===== src/rtl/hd44780_bus_reader.sv =====
// HD44780 read-side bus master: one timed RW=1 cycle per request on a 4- or 8-bit bus,
// returning the sampled byte with a single-cycle done pulse.
module hd44780_bus_reader #(
   parameter int unsigned BUS4      = 1,
   parameter int unsigned SETUP_CYC = 2,
   parameter int unsigned EHIGH_CYC = 12,
   parameter int unsigned ELOW_CYC  = 12
) (
   input  logic       clk,
   input  logic       rst,
   input  logic       req,
   input  logic       rs_sel,
   output logic       busy,
   output logic       done,
   output logic [7:0] rdata,
   output logic       lcd_rs,
   output logic       lcd_rw,
   output logic       lcd_e,
   output logic       lcd_db_oe,
   input  logic [7:0] lcd_db_in
);

   localparam int unsigned MAX_AB  = (SETUP_CYC > EHIGH_CYC) ? SETUP_CYC : EHIGH_CYC;
   localparam int unsigned MAX_CYC = (MAX_AB > ELOW_CYC) ? MAX_AB : ELOW_CYC;
   localparam int unsigned CNT_W   = $clog2(MAX_CYC + 1);

   typedef enum logic [2:0] {
      ST_IDLE,
      ST_SETUP,
      ST_EHIGH,
      ST_ELOW,
      ST_DONE
   } state_t;

   state_t             state_q, state_d;
   logic [CNT_W-1:0]   cnt_q, cnt_d;
   logic               second_q, second_d;
   logic               rs_q, rs_d;
   logic [7:0]         samp_q, samp_d;
   logic [7:0]         rdata_q, rdata_d;
   logic               busy_q, busy_d;
   logic               done_q, done_d;
   logic               lcd_rs_q, lcd_rs_d;
   logic               lcd_rw_q, lcd_rw_d;
   logic               lcd_e_q, lcd_e_d;
   logic               active_d;

   // Low data lines are only consumed in 8-bit mode.
   logic unused_db;
   assign unused_db = ^lcd_db_in[3:0];

   // Next-state, timing counter, nibble assembly; outputs are pre-decoded from state_d
   always_comb begin
      state_d  = state_q;
      cnt_d    = cnt_q;
      second_d = second_q;
      rs_d     = rs_q;
      samp_d   = samp_q;
      rdata_d  = rdata_q;

      case (state_q)
         ST_IDLE: begin
            if (req) begin
               state_d  = ST_SETUP;
               cnt_d    = CNT_W'(SETUP_CYC - 1);
               rs_d     = rs_sel;
               second_d = 1'b0;
            end
         end
         ST_SETUP: begin
            if (cnt_q == '0) begin
               state_d = ST_EHIGH;
               cnt_d   = CNT_W'(EHIGH_CYC - 1);
            end else begin
               cnt_d = cnt_q - CNT_W'(1);
            end
         end
         ST_EHIGH: begin
            if (cnt_q == '0) begin
               state_d = ST_ELOW;
               cnt_d   = CNT_W'(ELOW_CYC - 1);
               if (BUS4 == 0) begin
                  samp_d = lcd_db_in;
               end else if (second_q) begin
                  samp_d = {samp_q[7:4], lcd_db_in[7:4]};
               end else begin
                  samp_d = {lcd_db_in[7:4], samp_q[3:0]};
               end
            end else begin
               cnt_d = cnt_q - CNT_W'(1);
            end
         end
         ST_ELOW: begin
            if (cnt_q == '0) begin
               // RS/RW are still stable, so the second nibble skips SETUP
               if ((BUS4 != 0) && !second_q) begin
                  second_d = 1'b1;
                  state_d  = ST_EHIGH;
                  cnt_d    = CNT_W'(EHIGH_CYC - 1);
               end else begin
                  state_d = ST_DONE;
                  rdata_d = samp_q;
               end
            end else begin
               cnt_d = cnt_q - CNT_W'(1);
            end
         end
         ST_DONE: begin
            state_d = ST_IDLE;
         end
         default: begin
            state_d = ST_IDLE;
         end
      endcase

      active_d = (state_d == ST_SETUP) || (state_d == ST_EHIGH) || (state_d == ST_ELOW);
      busy_d   = active_d;
      lcd_rw_d = active_d;
      lcd_rs_d = active_d & rs_d;
      lcd_e_d  = (state_d == ST_EHIGH);
      done_d   = (state_d == ST_DONE);
   end

   always_ff @(posedge clk or negedge rst) begin
      if (!rst) begin
         state_q  <= ST_IDLE;
         cnt_q    <= '0;
         second_q <= 1'b0;
         rs_q     <= 1'b0;
         samp_q   <= 8'h00;
         rdata_q  <= 8'h00;
         busy_q   <= 1'b0;
         done_q   <= 1'b0;
         lcd_rs_q <= 1'b0;
         lcd_rw_q <= 1'b0;
         lcd_e_q  <= 1'b0;
      end else begin
         state_q  <= state_d;
         cnt_q    <= cnt_d;
         second_q <= second_d;
         rs_q     <= rs_d;
         samp_q   <= samp_d;
         rdata_q  <= rdata_d;
         busy_q   <= busy_d;
         done_q   <= done_d;
         lcd_rs_q <= lcd_rs_d;
         lcd_rw_q <= lcd_rw_d;
         lcd_e_q  <= lcd_e_d;
      end
   end

   assign busy      = busy_q;
   assign done      = done_q;
   assign rdata     = rdata_q;
   assign lcd_rs    = lcd_rs_q;
   assign lcd_rw    = lcd_rw_q;
   assign lcd_e     = lcd_e_q;
   assign lcd_db_oe = 1'b0;

endmodule


===== config.mk =====
export PLATFORM = sky130hd
export DESIGN_NAME = hd44780_bus_reader
export DESIGN_NICKNAME = d
export VERILOG_FILES = /design/src/rtl/hd44780_bus_reader.sv
export SDC_FILE = /design/constraint.sdc
export NUM_CORES = 1
export LEC_CHECK = 0
export ABC_CLOCK_PERIOD_IN_PS = 2200
export BUFFER_PORTS_ARGS = -buffer_cell sky130_fd_sc_hd__buf_2
export CORE_MARGIN = 3
export CORE_UTILIZATION = 53
export CTS_CLUSTER_SIZE = 20
export DETAILED_ROUTE_END_ITERATION = 8
export PLACE_DENSITY = 0.77
export REMOVE_ABC_BUFFERS = 1
export SYNTH_ARGS = -nofsm -noshare
export SYNTH_HDL_FRONTEND = slang
export SYNTH_SLANG_ARGS = --single-unit

===== constraint.sdc =====
create_clock -name clk -period 2.2 [get_ports clk]
set_input_delay 0.33 -clock clk [delete_from_list [all_inputs] [get_ports clk]]
set_output_delay 0.33 -clock clk [all_outputs]
set_load 0.02 [all_outputs]

==> flow_summary.toml, run 1 <==
[routing]
postRouteAntennaNets = 0
wl_per_cell_um = 15.3
via_per_inst = 5.70
drt-initial-drc-count = 12
drc = 0
drt-total-wl_um = 2250
vias = 838
drt_pre_antenna_iters = 4

[sta]
finClkSkew_ps = 8.02
slew_viol_final = 0
fin_ws_ps = 163
finalCritPeriodShare = 0.926
holdWs_ps = 17.5
setup_violations = 0
period_needed_ps = 2040
fmax_mhz = 491
hold_violations = 0
rsz0062_at_grt = "no"
final.setup.tns_ps = 0
worst_slew_pin_slew_ps = 624
slew_headroom = 0.584

[yosys]
syn_inst = 96
ys_types = 34
syn_area_mm2 = 0.00131
synth-edff-count = 0
synth-seq-cells = 29
async_flop_share = 1.00
ys_seq_area_frac = 0.553
yosys_most_used_dff = "dfrtp_1"
syn_avg_cell_area_um2 = 13.7
yosys_warnings = 0

[flow_run]
cap_violations = 0

[clock_network]
cts_sinks = 29
htreeDepth = 2
tritoncts = "done"
postCtsHoldBufs = 0
cts_resized = 0
clk-insertion-delay-late_ps = 320
cts_buffer_depth = 2
clk_pin_slew_ps = 90
cts_setup_buffers = 0
cts_inserted_buffers = 5
cts-root-buf = "clkbuf_4"

[place]
port_buffers = 20
dp_hpwl_um = 1560
pre_cts_ws_ps = 204
gp_congestion = 0.736
dp.cells = 139

[power]
ir_drop_mv = 0.895
p_leak_nw = 0.710
power.density_mw_per_mm2 = 1330

[setup_path]
reg2reg_depth = 5
max_stage_delay_ps = 420
worstPathBufferInverterCount = 1
cp.required_ps = 2410
crit_start = "cnt_q[0]"
rr_startpoint = "cnt_q[0]"
crit_fanout = 8
cp.arrival_ps = 2240
worstPathCellList = "inv_1 -> ha_1 -> nor3b_4 -> nand4b_1 -> mux2_2"
path_delay_family = "simple AND/OR/NAND/NOR gates"
crit_type = "reg2reg"
crit_cells = 5
critical_path.startpoint_type = "flip-flop"
r2r_setup_slack_ps = 160
slowest_stage = "nor3b_4"
crit_path_end = "samp_q[4]"
reg2reg_to = "samp_q[4]"
end_kind = "flip-flop"

[outcome]
status = "finished clean"

[finish]
area_growth_pct = 13.8
fin_util = 0.656
final_cell_mix = "29 x dfrtp_1, 20 x buf_2, 18 x mux2_2"
drive_gt1_frac = 0.437
finalNonFillerCells = 147
nNetsFinal = 132
final_common_cell = "dfrtp_1"
n_antenna_cell = 0

[floorplanning]
core_mm2 = 0.00228
start_util = 0.577
die_y_um = 55.8
die_x_um = 55.8
pin_count = 26
die_area_mm2 = 0.00311
row_count = 17

[global_route]
grt_pass1_wl_um = 4030
grt_pass1_vias = 894
grt_max_degree = 30
grt.overflow.total = 0
grt_use_total = 0.170
antenna_found_initial = 0

[hold_path]
hold_class = "in2async"
## state kept, by name, indices dropped and copies added (netlist names)
signal	cells
lcd_rw	1
lcd_rs	1
done	1
rs_q	1
cnt_q	4
samp_q	8
rdata	8
second_q	1
lcd_e	1
state_q	3
## routing by layer
metal,track usage,vias to the layer above,wire length [um]
li1,-,392,-
met1,0.180,413,930
met2,0.277,26,1140
met3,0.0719,7,120
met4,0.104,0,55
met5,0,-,0
## cell families (layout without fill, tap and decap cells)
group           count (synthesis)  count (layout)  synth area share
buf+inv                        11              34            0.0467
other cells                     1               1           0.00286
fa+ha+maj                       2               2            0.0191
simple gates                   20              20             0.124
mux                            19              19             0.162
flops                          29              29             0.553
compound gates                 14              14            0.0925
## area by class of cell
class,count,area (um2)
tap,28,35.0
inverter,6,22.5
multi-input combinational,56,526
fill,168,782
timing repair buffer,20,100
sequential,29,726
clock inverter,1,30.0
clock buffer,7,55.1
## worst register-to-register path: stages (launching register included)
cell	delay (ps)
dfrtp_1	400
inv_1	140
ha_1	260
nor3b_4	420
nand4b_1	340
mux2_2	360
## where the power goes
group	switching [mW]	internal (mW)
sequential	0.158	0.722
combinational	0.324	0.329
clock	0.177	0.271
## metrics by stage
stage               power [mW]  instance area, um2
floorplan                 1.36                1270
finish                    1.98                1490
detailed placement        1.54                1410
global placement          1.49                1410
CTS                       2.00                1490
global route              2.13                1490
## worst min path at each step
stage,to,from,cells past startpoint,slack [ps]
after floorplan,cnt_q[0],rst,0,30
after global placement,lcd_rs,rst,1,370
after detailed placement,lcd_rs,rst,1,380
after CTS,lcd_e,rst,1,30
after global routing,state_q[2],rst,1,30
final,samp_q[5],rst,1,20
## synthesized netlist by cell type (2+ instances only)
| library cell | instances | share of area |
|---|---|---|
| and2_1 | 2 | 0.0095 |
| o21ai_0 | 2 | 0.0076 |
| dfrtp_1 | 29 | 0.55 |
| inv_1 | 6 | 0.017 |
| buf_4 | 3 | 0.017 |
| a21oi_1 | 2 | 0.0076 |
| o21bai_1 | 2 | 0.011 |
| nor2_1 | 5 | 0.014 |
| ha_1 | 2 | 0.019 |
| mux2_2 | 18 | 0.15 |
| nor3_1 | 2 | 0.0076 |
Note: power is estimated with default switching activity, not from simulation.
==> run 2, diff against run 1 <==
--- a/config.mk
+++ b/config.mk
@@ -7,7 +7,7 @@
 export LEC_CHECK = 0
 export ABC_CLOCK_PERIOD_IN_PS = 2200
 export BUFFER_PORTS_ARGS = -buffer_cell sky130_fd_sc_hd__buf_2
-export CORE_MARGIN = 3
+export CORE_MARGIN = 2
 export CORE_UTILIZATION = 53
 export CTS_CLUSTER_SIZE = 20
 export DETAILED_ROUTE_END_ITERATION = 8
==> flow_summary.toml, run 2 (synthesis results as in run 1) <==
[outcome]
status = "finished clean"

[finish]
multi_input_area_um2 = 526
nNetsFinal = 132
fillers = 210
fin_util = 0.609
final_common_cell = "dfrtp_1"
drive_gt1_frac = 0.445
layout.area.seq_um2 = 726
area_growth_pct = 11.7
final_cell_mix = "29 x dfrtp_1, 20 x buf_2, 18 x mux2_2"
n_antenna_cell = 0

[power]
ir_drop_mv = 0.755
p_leak_nw = 0.696
power.density_mw_per_mm2 = 1250

[setup_path]
cp.required_ps = 2420
crit_type = "reg2reg"
critical_path.startpoint_type = "flip-flop"
worstPathCellList = "inv_1 -> ha_1 -> nor3b_4 -> nand4b_1 -> mux2_2"
max_stage_delay_ps = 400
crit_start = "cnt_q[0]"
cp.arrival_ps = 2220
slowest_stage = "dfrtp_1"
rr_startpoint = "cnt_q[0]"
crit_fanout = 8
end_kind = "flip-flop"

[sta]
worst_slew_pin_slew_ps = 633
fmax_mhz = 501
finClkSkew_ps = 9.00
finalCritPeriodShare = 0.908
rsz0062_at_grt = "no"
period_needed_ps = 2000
slew_headroom = 0.578
hold_violations = 0
setup_violations = 0
final.setup.tns_ps = 0
slew_viol_final = 0

[routing]
drt-initial-drc-count = 3
drt_pre_antenna_iters = 4
drc = 0
wl_per_cell_um = 14.7
postRouteAntennaNets = 0
drt-total-wl_um = 2190
vias = 812
via_per_inst = 5.45

[clock_network]
cts_setup_buffers = 0
clk-insertion-delay-late_ps = 330
htreeDepth = 2
cts_inserted_buffers = 5
clk_pin_slew_ps = 100
cts_sinks = 29
postCtsHoldBufs = 0
tritoncts = "done"
cts-root-buf = "clkbuf_4"
cts_resized = 0
cts_buffer_depth = 2

[floorplanning]
start_util = 0.545
die_x_um = 53.8
die_area_mm2 = 0.00289
row_count = 18
pin_count = 26
die_y_um = 53.8
core_mm2 = 0.00241

[flow_run]
cap_violations = 0

[global_route]
grt_pass1_wl_um = 3440
grt.overflow.total = 0
antenna_found_initial = 0
grt_max_degree = 30
grt_pass1_vias = 743
grt_use_total = 0.179

[place]
gp_congestion = 0.682
port_buffers = 20
dp_hpwl_um = 1520

[hold_path]
hold_class = "in2async"
run 2: path summary, 6_finish.rpt:
kind | cells past startpoint | endpoint | slack [ps]
max | 5 | samp_q[6] | 200
min reg2reg | 1 | rs_q | 500
max in group asynchronous | 1 | samp_q[2] | 1780
max reg2reg | 5 | samp_q[6] | 200
min in group clk | 2 | samp_q[3] | 240
min | 1 | second_q | 8
run 2: where the power goes:
group          internal, mW  switching, mW  total, mW
Clock                 0.120          0.189      0.309
Sequential            0.722          0.157      0.879
Combinational         0.329          0.320      0.649
run 2: through the flow:
step / instances / hold slack [ps] / power [mW] / cell area, um2 / setup slack, ps
after floorplan: 91 / 34.4 / 1.36 / 1270 / 511
after global placement: 141 / 374 / 1.49 / 1410 / 273
after detailed placement: 141 / 387 / 1.54 / 1410 / 233
after CTS: 149 / 25.2 / 1.85 / 1470 / 209
after global routing: 149 / 36.0 / 1.97 / 1470 / 79.9
final: 149 / 8.49 / 1.84 / 1470 / 202
run 2: layer usage:
metal,share of wire,up-vias,track usage
met5,0,-,0
met4,0.017,0,0.0769
met3,0.061,5,0.0917
met2,0.50,19,0.278
met1,0.42,402,0.207
li1,-,386,-
run 2: critical path, delay by kind of cell (launching register included):
family / cells / cell delay (ps)
flops: 1 / 400
mux: 1 / 360
fa+ha+maj: 1 / 260
buf+inv: 1 / 120
simple gates: 2 / 750
run 2: layout make-up:
type | instances | share of cell area
timing repair buffer | 20 | 0.0683
multi-input combinational | 56 | 0.358
inverter | 6 | 0.0154
clock inverter | 3 | 0.0119
tap | 30 | 0.0256
clock buffer | 5 | 0.0256
sequential | 29 | 0.495
==> run 3, diff against run 2 <==
--- a/config.mk
+++ b/config.mk
@@ -5,8 +5,8 @@
 export SDC_FILE = /design/constraint.sdc
 export NUM_CORES = 1
 export LEC_CHECK = 0
-export ABC_CLOCK_PERIOD_IN_PS = 2200
-export BUFFER_PORTS_ARGS = -buffer_cell sky130_fd_sc_hd__buf_2
+export ABC_CLOCK_PERIOD_IN_PS = 2000
+export BUFFER_PORTS_ARGS = -buffer_cell sky130_fd_sc_hd__buf_4
 export CORE_MARGIN = 2
 export CORE_UTILIZATION = 53
 export CTS_CLUSTER_SIZE = 20
==> constraint.sdc (replaced) <==
create_clock -name clk -period 2 [get_ports clk]
set_input_delay 0.3 -clock clk [delete_from_list [all_inputs] [get_ports clk]]
set_output_delay 0.3 -clock clk [all_outputs]
set_load 0.02 [all_outputs]
==> flow_summary.toml, run 3 (synthesis results as in run 1) <==
[floorplanning]
die_y_um = 53.8
row_count = 18
core_mm2 = 0.00241
start_util = 0.545
pin_count = 26
die_area_mm2 = 0.00289
die_x_um = 53.8

[setup_path]
crit_start = "cnt_q[0]"
cp.arrival_ps = 2110
reg2reg_depth = 6
crit_path_end = "cnt_q[1]"
crit_fanout = 5
end_kind = "flip-flop"
critical_path.startpoint_type = "flip-flop"
rr_startpoint = "cnt_q[0]"
reg2reg_to = "cnt_q[1]"
r2r_setup_slack_ps = 100
cp.required_ps = 2210
crit_type = "reg2reg"

[sta]
fmax_mhz = 527
hold_violations = 0
finalCritPeriodShare = 0.948
slew_viol_final = 0
holdWs_ps = 217
period_needed_ps = 1900
setup_violations = 0
rsz0062_at_grt = "no"
finClkSkew_ps = 11.5
final.setup.tns_ps = 0

[global_route]
grt_pass1_vias = 823
antenna_found_initial = 0
grt_use_total = 0.185
grt.overflow.total = 0
grt_pass1_wl_um = 3600
grt_max_degree = 30

[power]
power_switching_mw = 0.721
power.density_mw_per_mm2 = 1350
combinationalPowerShare = 0.364
p_leak_nw = 0.738
p_clk_frac = 0.185
p_int_mw = 1.42
ir_drop_mv = 0.829
switching_share = 0.337
seqPwrFrac = 0.451

[clock_network]
cts_sinks = 29
htreeDepth = 2
clk-insertion-delay-late_ps = 320
cts_inserted_buffers = 5
cts-root-buf = "clkbuf_4"
tritoncts = "done"
clk_pin_slew_ps = 90
cts_buffer_depth = 2

[routing]
drt-total-wl_um = 2140
drc = 0
drt-initial-drc-count = 9
postRouteAntennaNets = 0
via_per_inst = 5.40
drt_pre_antenna_iters = 3
vias = 826
wl_per_cell_um = 14.0

[outcome]
status = "finished clean"

[finish]
nNetsFinal = 136
n_antenna_cell = 0
area_growth_pct = 20.3
final_common_cell = "dfrtp_1"
final_cell_mix = "29 x dfrtp_1, 22 x buf_4, 18 x mux2_2"
drive_gt1_frac = 0.463

[place]
gp_congestion = 0.737
port_buffers = 20
dp_hpwl_um = 1550

[hold_path]
hold_class = "in2reg"

[flow_run]
cap_violations = 0
run 3: worst min path at each step:
stage                            start   endpoint  depth (start not counted)
after detailed placement           rst       rs_q                          1
after global routing      lcd_db_in[7]  samp_q[7]                          2
after CTS                 lcd_db_in[7]  samp_q[7]                          2
after global placement             rst     lcd_rs                          1
final                     lcd_db_in[7]  samp_q[7]                          2
after floorplan                    rst   cnt_q[0]                          0
run 3: metal layers:
metal / global-route usage / part of all wire / vias to the layer above
met2: 0.305 / 0.52 / 20
met3: 0.0667 / 0.047 / 8
met4: 0.103 / 0.022 / 0
met1: 0.205 / 0.41 / 405
met5: 0 / 0 / -
li1: - / - / 393
run 3: final cells by class:
cell class / count / area [um2]
timing repair buffer: 24 / 195
clock buffer: 7 / 65.1
fill: 188 / 831
inverter: 6 / 22.5
multi-input combinational: 56 / 528
clock inverter: 1 / 5.00
tap: 30 / 37.5
sequential: 29 / 726
run 3: critical path, stage by stage (launching register included):
cell      delay (ps)
dfrtp_1          370
inv_1             90
ha_2             230
nor3b_4          170
buf_4            160
a311oi_4         390
mux2_2           380
run 3: power by group through the flow:
stage          registers (mW)  logic [mW]  clock network [mW]
2_1_floorplan            1.02       0.478                   0
3_3_place_gp            0.964       0.736                   0
3_5_place_dp            0.977       0.778                   0
4_1_cts                 0.967       0.782               0.405
5_1_grt                 0.994       0.868               0.431
6_report                0.965       0.778               0.395
run 3: what timing repair did:
action,in CTS,in global routing
endpoints found under the setup margin,0,1
gates resized for setup,0,1
hold buffers,1,0
setup buffers,0,1
hold endpoints to repair,29,0
run 3: stage by stage:
step                      instance area, um2  instances  setup slack [ps]  utilization  total power, mW
final                                   1580        153               104        0.655             2.14
after global routing                    1580        153              4.75        0.655             2.29
after CTS                               1570        152              50.9        0.651             2.15
after detailed placement                1490        143              68.9        0.618             1.76
after global placement                  1490        143               121        0.618             1.70
after floorplan                         1270         91               311            -             1.50
